## src/rtl/tx_arbiter_pkg.sv

```systemverilog
// Shared types and default sizing for the TX serializer arbiter.
package tx_arbiter_pkg;

  typedef enum logic [1:0] {
    IDLE = 2'b00,
    SEND = 2'b01,
    GAP  = 2'b10
  } state_e;

  localparam int DEF_N_REQ      = 4;
  localparam int DEF_DATA_W     = 8;
  localparam int DEF_GAP_CYCLES = 1;

endpackage

```

## src/rtl/rr_pick.sv

```systemverilog
// Round-robin winner picker: rotate requests so last+1 sits at bit 0,
// take the lowest set bit, rotate the one-hot result back.
module rr_pick
  import tx_arbiter_pkg::*;
#(
  parameter int N = DEF_N_REQ
) (
  input  logic [N-1:0]         i_Req,
  input  logic [$clog2(N)-1:0] i_Last,
  output logic [N-1:0]         o_Winner,
  output logic                 o_Valid
);

  localparam int LW = $clog2(N);

  logic [LW:0]  w_Sh;
  logic [N-1:0] w_Rot;
  logic [N-1:0] w_Pri;

  // Rotation amount is last+1; it may equal N, which is a full turn.
  assign w_Sh  = {1'b0, i_Last} + (LW+1)'(1);
  assign w_Rot = N'({i_Req, i_Req} >> w_Sh);
  // Isolate lowest set bit.
  assign w_Pri = w_Rot & (~w_Rot + N'(1));
  // Rotate back: upper half of the doubled vector shifted left.
  assign o_Winner = N'(({w_Pri, w_Pri} << w_Sh) >> N);
  assign o_Valid  = |i_Req;

endmodule

```

## src/rtl/tx_arbiter.sv

```systemverilog
// Round-robin owner of the single txshift serializer: grants one requester,
// holds its latched byte on the shifter for one frame, acks, then idles.
module tx_arbiter
  import tx_arbiter_pkg::*;
#(
  parameter int N_REQ      = DEF_N_REQ,
  parameter int DATA_W     = DEF_DATA_W,
  parameter int GAP_CYCLES = DEF_GAP_CYCLES
) (
  input  logic                    i_Pclk,
  input  logic                    i_Presetn,
  input  logic [N_REQ-1:0]        i_Req,
  input  logic [N_REQ*DATA_W-1:0] i_Data,
  output logic [N_REQ-1:0]        o_Ack,
  output logic [N_REQ-1:0]        o_Grant,
  output logic                    o_Busy,
  output logic                    o_Shift_Enable,
  output logic [DATA_W-1:0]       o_Shift_Data,
  input  logic                    i_Shift_Pready
);

  localparam int LW = $clog2(N_REQ);
  localparam int GW = (GAP_CYCLES > 1) ? $clog2(GAP_CYCLES) : 1;

  state_e            r_State;
  logic [N_REQ-1:0]  r_Grant;
  logic [N_REQ-1:0]  r_Ack;
  logic              r_Busy;
  logic              r_En;
  logic [DATA_W-1:0] r_Data;
  logic [GW-1:0]     r_Gap;
  logic [LW-1:0]     r_Last;

  logic [N_REQ-1:0]  w_Winner;
  logic              w_Valid;
  logic [DATA_W-1:0] w_WinData;
  logic [LW-1:0]     w_GrantIdx;

  rr_pick #(.N(N_REQ)) u_pick (
    .i_Req    (i_Req),
    .i_Last   (r_Last),
    .o_Winner (w_Winner),
    .o_Valid  (w_Valid)
  );

  // Select the winner's byte from the packed data bus.
  always_comb begin
    w_WinData = '0;
    for (int k = 0; k < N_REQ; k++)
      if (w_Winner[k]) w_WinData = i_Data[DATA_W*k +: DATA_W];
  end

  // Index of the current owner, recorded as 'last' at frame completion.
  always_comb begin
    w_GrantIdx = '0;
    for (int k = 0; k < N_REQ; k++)
      if (r_Grant[k]) w_GrantIdx = LW'(k);
  end

  // Arbitration FSM with registered shifter-facing outputs.
  always_ff @(posedge i_Pclk or negedge i_Presetn) begin
    if (!i_Presetn) begin
      r_State <= IDLE;
      r_Grant <= '0;
      r_Ack   <= '0;
      r_Busy  <= 1'b0;
      r_En    <= 1'b0;
      r_Data  <= '0;
      r_Gap   <= '0;
      r_Last  <= LW'(N_REQ-1);
    end else begin
      r_Ack <= '0;
      case (r_State)
        IDLE: if (w_Valid) begin
          r_Grant <= w_Winner;
          r_Data  <= w_WinData;
          r_En    <= 1'b1;
          r_Busy  <= 1'b1;
          r_State <= SEND;
        end
        SEND: if (i_Shift_Pready) begin
          r_En    <= 1'b0;
          r_Grant <= '0;
          r_Ack   <= r_Grant;
          r_Last  <= w_GrantIdx;
          r_Gap   <= GW'(GAP_CYCLES-1);
          r_State <= GAP;
        end
        GAP: if (r_Gap == '0) begin
          r_Busy  <= 1'b0;
          r_State <= IDLE;
        end else begin
          r_Gap <= r_Gap - GW'(1);
        end
        default: r_State <= IDLE;
      endcase
    end
  end

  assign o_Grant        = r_Grant;
  assign o_Ack          = r_Ack;
  assign o_Busy         = r_Busy;
  assign o_Shift_Enable = r_En;
  assign o_Shift_Data   = r_Data;

endmodule
```

## config.mk

```make
export PLATFORM = sky130hd
export DESIGN_NAME = tx_arbiter
export DESIGN_NICKNAME = d
export VERILOG_FILES = /design/src/rtl/tx_arbiter_pkg.sv /design/src/rtl/rr_pick.sv /design/src/rtl/tx_arbiter.sv
export SDC_FILE = /design/constraint.sdc
export NUM_CORES = 1
export LEC_CHECK = 0
export CAP_MARGIN = 30
export CORE_MARGIN = 2
export CORE_UTILIZATION = 48
export CTS_BUF_LIST = sky130_fd_sc_hd__clkbuf_8
export DETAILED_ROUTE_END_ITERATION = 12
export PLACE_DENSITY = 0.92
export SYNTH_ARGS = -nofsm -noshare
export SYNTH_HDL_FRONTEND = slang
export SYNTH_HIERARCHICAL = 1
export SYNTH_SLANG_ARGS = --single-unit
```

## constraint.sdc

```tcl
create_clock -name i_Pclk -period 7.95 [get_ports i_Pclk]
set_clock_uncertainty 0.2 [all_clocks]
set_input_delay 1.1925 -clock i_Pclk [delete_from_list [all_inputs] [get_ports i_Pclk]]
set_output_delay 1.1925 -clock i_Pclk [all_outputs]
set_load 0.005 [all_outputs]
```

* After elaboration in Yosys (flattened, before gate mapping)
Cells that the tools add are included.
** Word-level totals
- Bits in registers :: 23
- Bits in latches :: 0
- Memory bits (writable) :: 0
- Bits in read-only memories :: 0
- Bits of input ports :: 39
- Output and inout port bits :: 18
- Word-level logic and storage cells :: 54
- Memories kept :: 0
** Operators by class
- Add/sub/neg operators :: 3
- Multipliers :: 0
- Div/mod/pow operators :: 0
- $lt $le $gt $ge :: 0
- Equal/unequal tests :: 5
- Shift-type cells :: 2
- Multiplexer cells :: 23
- Bitwise gates (word level) :: 2
- Reductions and logical operators :: 11
** Operators by type and width (count)
- $mux 8 :: 4
- $mux 4 :: 4
- $mux 2 :: 5
- $reduce_and 3->1 :: 3
- $pmux 4 s2 :: 1
- $shl 8x3->8 :: 1
- $shr 8x3->4 :: 1
- $pmux 1 s2 :: 3
- $pmux 2 s3 :: 1
- $reduce_and 2->1 :: 3
- $reduce_bool 2->1 :: 3
- $mux 1 :: 5
- $add 4x1->4 const B :: 1
- $and 4x4->4 :: 1
- $ne 2x2->1 const B :: 2
- $not 4->4 :: 1
- $reduce_or 4->1 :: 1
- $add 2x1->3 const B :: 1
- $eq 2x1->1 const B :: 1
- $eq 2x2->1 const B :: 1
- $logic_not 2->1 :: 1
- $ne 2x1->1 const B :: 1
- $sub 1x1->1 const B :: 1

* Logic depth before layout (Yosys ltp)
- Depth after elaboration :: 10
- Gate-level depth with buffers :: 10
- Gate-level depth less buffers :: 8

* Cells and area by module
Netlist, hierarchy kept.
** Modules (own cells, without submodules)
- tx_arbiter :: times used 1, cells each 113, area an instance 1164.9 um^2, seq. area each 553.0 um^2
- rr_pick :: times used 1, cells each 37, area an instance 241.5 um^2, seq. area each 0.0 um^2

* Worst setup path before layout
No wires, ideal clock.
- Kind :: input to register
- From :: in i_Req[2]
- To :: reg r_Data[4], in the netlist o_Shift_Data[4]
- Library setup time :: 0.126 ns
- Data arrival time :: 2.961 ns
- Data required time :: 7.624 ns
- Setup slack :: 4.663 ns
- Cell stages on the path :: 8
- Buffers on the path :: 1
- Path through :: or3b_4 a2111oi_2 a31oi_1 o21a_1 a21oi_2 clkbuf_1 o21ai_0 a221o_1
** Between the ends
- Elaborated cells on any way between the ends :: 11
- Classes of those cells :: add/sub: 1; shift: 2; mux: 4; bitwise: 2; reduce/logical: 2
** RTL lines
- from (decl) :: RTL line tx_arbiter.sv:12 : input logic [N_REQ-1:0] i_Req,
- $shr 8x3->4 (*) :: RTL line rr_pick.sv:22 : assign w_Rot = N'({i_Req, i_Req} >> w_Sh);
- $not 4->4 :: RTL line rr_pick.sv:24 : assign w_Pri = w_Rot & (~w_Rot + N'(1));
- $add 4x1->4 :: RTL line rr_pick.sv:24
- $and 4x4->4 (*) :: RTL line rr_pick.sv:24
- $shl 8x3->8 (*) :: RTL line rr_pick.sv:26 : assign o_Winner = N'(({w_Pri, w_Pri} << w_Sh) >> N);
- named net w_Winner[1] :: RTL line tx_arbiter.sv:34 : logic [N_REQ-1:0] w_Winner;
- $mux 8 (*) (3 in series) :: RTL line tx_arbiter.sv:50 : if (w_Winner[k]) w_WinData = i_Data[DATA_W*k +: DATA_W];
- to (signal assigned) :: RTL line tx_arbiter.sv:76 : r_Data <= w_WinData;
- to (decl) :: RTL line tx_arbiter.sv:30 : logic [DATA_W-1:0] r_Data;
The timed path passes the listed nets; every way through them passes the cells marked *.
A chain may end at the register's enable or synchronous reset.

* Worst setup path in the final report
- From :: in i_Req[2]
- To :: reg r_Data[4], in the netlist o_Shift_Data[4]
** Between the ends
- Elaborated cells on any way between the ends :: 11
- Classes of those cells :: add/sub: 1; shift: 2; mux: 4; bitwise: 2; reduce/logical: 2
** RTL lines (RTL line)
- $shr 8x3->4 (*) :: rr_pick.sv:22
- $not 4->4 :: rr_pick.sv:24
- $add 4x1->4 :: rr_pick.sv:24
- $and 4x4->4 (*) :: rr_pick.sv:24
- $shl 8x3->8 (*) :: rr_pick.sv:26
- named net w_Winner[3] :: tx_arbiter.sv:34
- $mux 8 (*) :: tx_arbiter.sv:50
Marks and branches as above.

==> impl_metrics.json <==
{
  "max_freq_mhz": 247,
  "period_share_pct": 51.0,
  "drc": 0,
  "utilization_pct": 73.8,
  "ys_seq_area_share_pct": 39.3,
  "grt_use_met1_pct": 28.1,
  "clock-root-buffer": "clkbuf_8",
  "rsz0062_at_grt": "no",
  "synth_most_common_cell": "dfrtp_1",
  "slew_headroom_pct": 42.1,
  "syn_to_final_growth_pct": 45.9,
  "yosysTopAreaCell": "dfrtp_1",
  "finalHoldViolCount": 0,
  "syn_area_mm2": 0.00141,
  "routedWlPerCell_um": 17.3,
  "seq_area_um2": 553,
  "grt_pass1_vias": 1372,
  "leakage_uw": 0.000812,
  "min_from": "o_Shift_Enable",
  "worstSetupPathType": "primary input to flip-flop",
  "finalNetCount": 242,
  "vias_per_cell": 6.04,
  "yosys-top-cells-area": "dfrtp_1 (36%), o311ai_2 (8.1%), a21oi_1 (6.0%)",
  "grt_usage_pct": 24.1,
  "drive_gt1_share_pct": 9.95,
  "cts_buffer_depth": 2,
  "use_met2_pct": 41.7,
  "ys_ff_latch": 22,
  "final_cell_count_no_fill": 232,
  "die_y_um": 58.1,
  "rows": 19,
  "synth-main-ff-cell": "dfrtp_1",
  "start_kind": "primary input",
  "routed_wirelength_um": 4020,
  "htreeDepth": 1,
  "holdPathStages": 2,
  "numCtsBuffers": 3,
  "ys_warn_count": 6,
  "io_pins": 57,
  "crit_fanout": 10,
  "finalSetupViolations": 0,
  "cts_setup_buffers": 0,
  "grt_pass1_wl_um": 6180,
  "use_met3_pct": 7.14,
  "ctsResizeCount": 0,
  "slew_violations": 0,
  "dpl.cell_count": 226,
  "hold_slack_ns": 0.326,
  "period_needed_ns": 4.06,
  "place_congestion": 0.825,
  "cp-startpoint": "i_Req[2]",
  "dr.pass1.iters": 4,
  "synth_top_area_share_pct": 35.6,
  "clkLatencyLatePin_ns": 0.27,
  "arrival_ns": 4.01,
  "dp_hpwl_um": 2990,
  "stdcell_area_mm2": 0.00205,
  "fp.dieW_um": 58.1,
  "hold_class": "flip-flop to flip-flop",
  "antenna_left": 0,
  "grt_max_degree": 23,
  "endpoint_kind": "flip-flop",
  "synth-edff-count": 0,
  "async_reset_ff_share_pct": 100,
  "ys_types": 40,
  "antenna_cells": 0,
  "r2r_cells": 7,
  "grt_overflow_total": 0,
  "gr-max-usage-layer": "met2",
  "synthTopCellsByCount": "dfrtp_1 (20), a21oi_1 (17), nand2_1 (13)",
  "drt_iter0_drc": 64,
  "cts-hold-fix-buffers": 0,
  "synth_cells": 150,
  "maxCapViolCount": 0,
  "fin_tns_setup_ns": 0,
  "placed_area_mm2": 0.00195,
  "start_util_pct": 50.6,
  "cp_data_required_time_ns": 7.91,
  "antenna_found_initial": 0,
  "status": "complete, no violations",
  "power_density_mw_per_mm2": 414,
  "synth_fp_nets": 190,
  "worstReg2RegStart": "r_Last[0]",
  "n_fill_cell": 200,
  "path_clk_slew_ns": 0.08,
  "clkSinkCount": 22,
  "portBuffers": 56,
  "core_mm2": 0.00278,
  "cts_tree": "built",
  "synth_area_per_cell_um2": 9.38,
  "worst_ir_drop_vdd_v": 0.000332,
  "vias": 1402,
  "die-area_mm2": 0.00338,
  "max_slew.worst_pin.slew_ns": 0.867,
  "multi_input_area_um2": 763
}
-- area by class of cell --
class	instances	area share, %
Clock buffer	3	2.01
Clock inverter	1	1.46
Inverter	8	1.46
Multi-Input combinational cell	109	37.2
Sequential cell	22	27.0
Tap cell	31	1.89
Timing Repair Buffer	58	29.0
-- worst paths after layout --
| check | slack [ns] | end |
|---|---|---|
| max in group asynchronous | 6.05 | r_Last[1] |
| min reg2reg | 0.33 | o_Shift_Enable |
| min in group asynchronous | 1.00 | r_State[0] |
| max | 3.89 | o_Shift_Data[4] |
| max reg2reg | 4.69 | o_Shift_Data[4] |
| min | 0.33 | o_Shift_Enable |
-- routing by layer --
metal,vias up,share of wire (%)
met5,-,0
li1,657,-
met1,674,39
met3,12,6.1
met2,59,52
met4,0,2.7
-- critical path, stage by stage --
cell	delay (ns)
clkdlybuf4s50_1	0.50
or3b_4	0.44
a2111oi_2	0.37
a31oi_1	0.10
mux2i_1	0.66
or4b_4	0.36
a21oi_1	0.06
a221o_1	0.33
-- sequential cells by signal (all words and copies together), names as in the netlist --
signal          count
o_Shift_Data        8
o_Ack               4
o_Grant             4
r_Last              2
r_State             2
o_Busy              1
o_Shift_Enable      1
-- report_power, final --
group / internal [uW] / switching [uW]
Sequential: 164 / 50.8
Clock: 67.3 / 38.4
Combinational: 259 / 271
-- cell families after synthesis --
| family | Yosys count | synth area share [%] |
|---|---|---|
| and+or+nand+nor | 56 | 23.0 |
| DFF | 22 | 39.3 |
| AOI/OAI and AO/OA | 51 | 29.7 |
| muxes | 1 | 0.712 |
| adders and majority gates | 1 | 0.890 |
| buffers and inverters | 19 | 6.41 |
-- cells in the final DEF, fill, tap and decap left out, types with 3 or more instances in the layout --
cell type and n:
a21oi_1 17, nand2_1 13, o311ai_2 7, clkbuf_8 3, nor2b_1 12, a221oi_1 7, and2_1 4, dfrtp_1 20
nor2_1 4, clkdlybuf4s50_1 56, nand3_1 8, o21ai_0 5, o2bb2ai_1 4, nand3b_1 3, inv_1 8
-- metrics by stage --
stage               power [uW]  worst slack [ns]
CTS                        835              3.91
finish                     849              3.89
global placement           696              3.76
detailed placement         727              3.59
floorplan                  581              4.66
global route               907              3.80
Note: power is estimated with default switching activity, not from simulation.
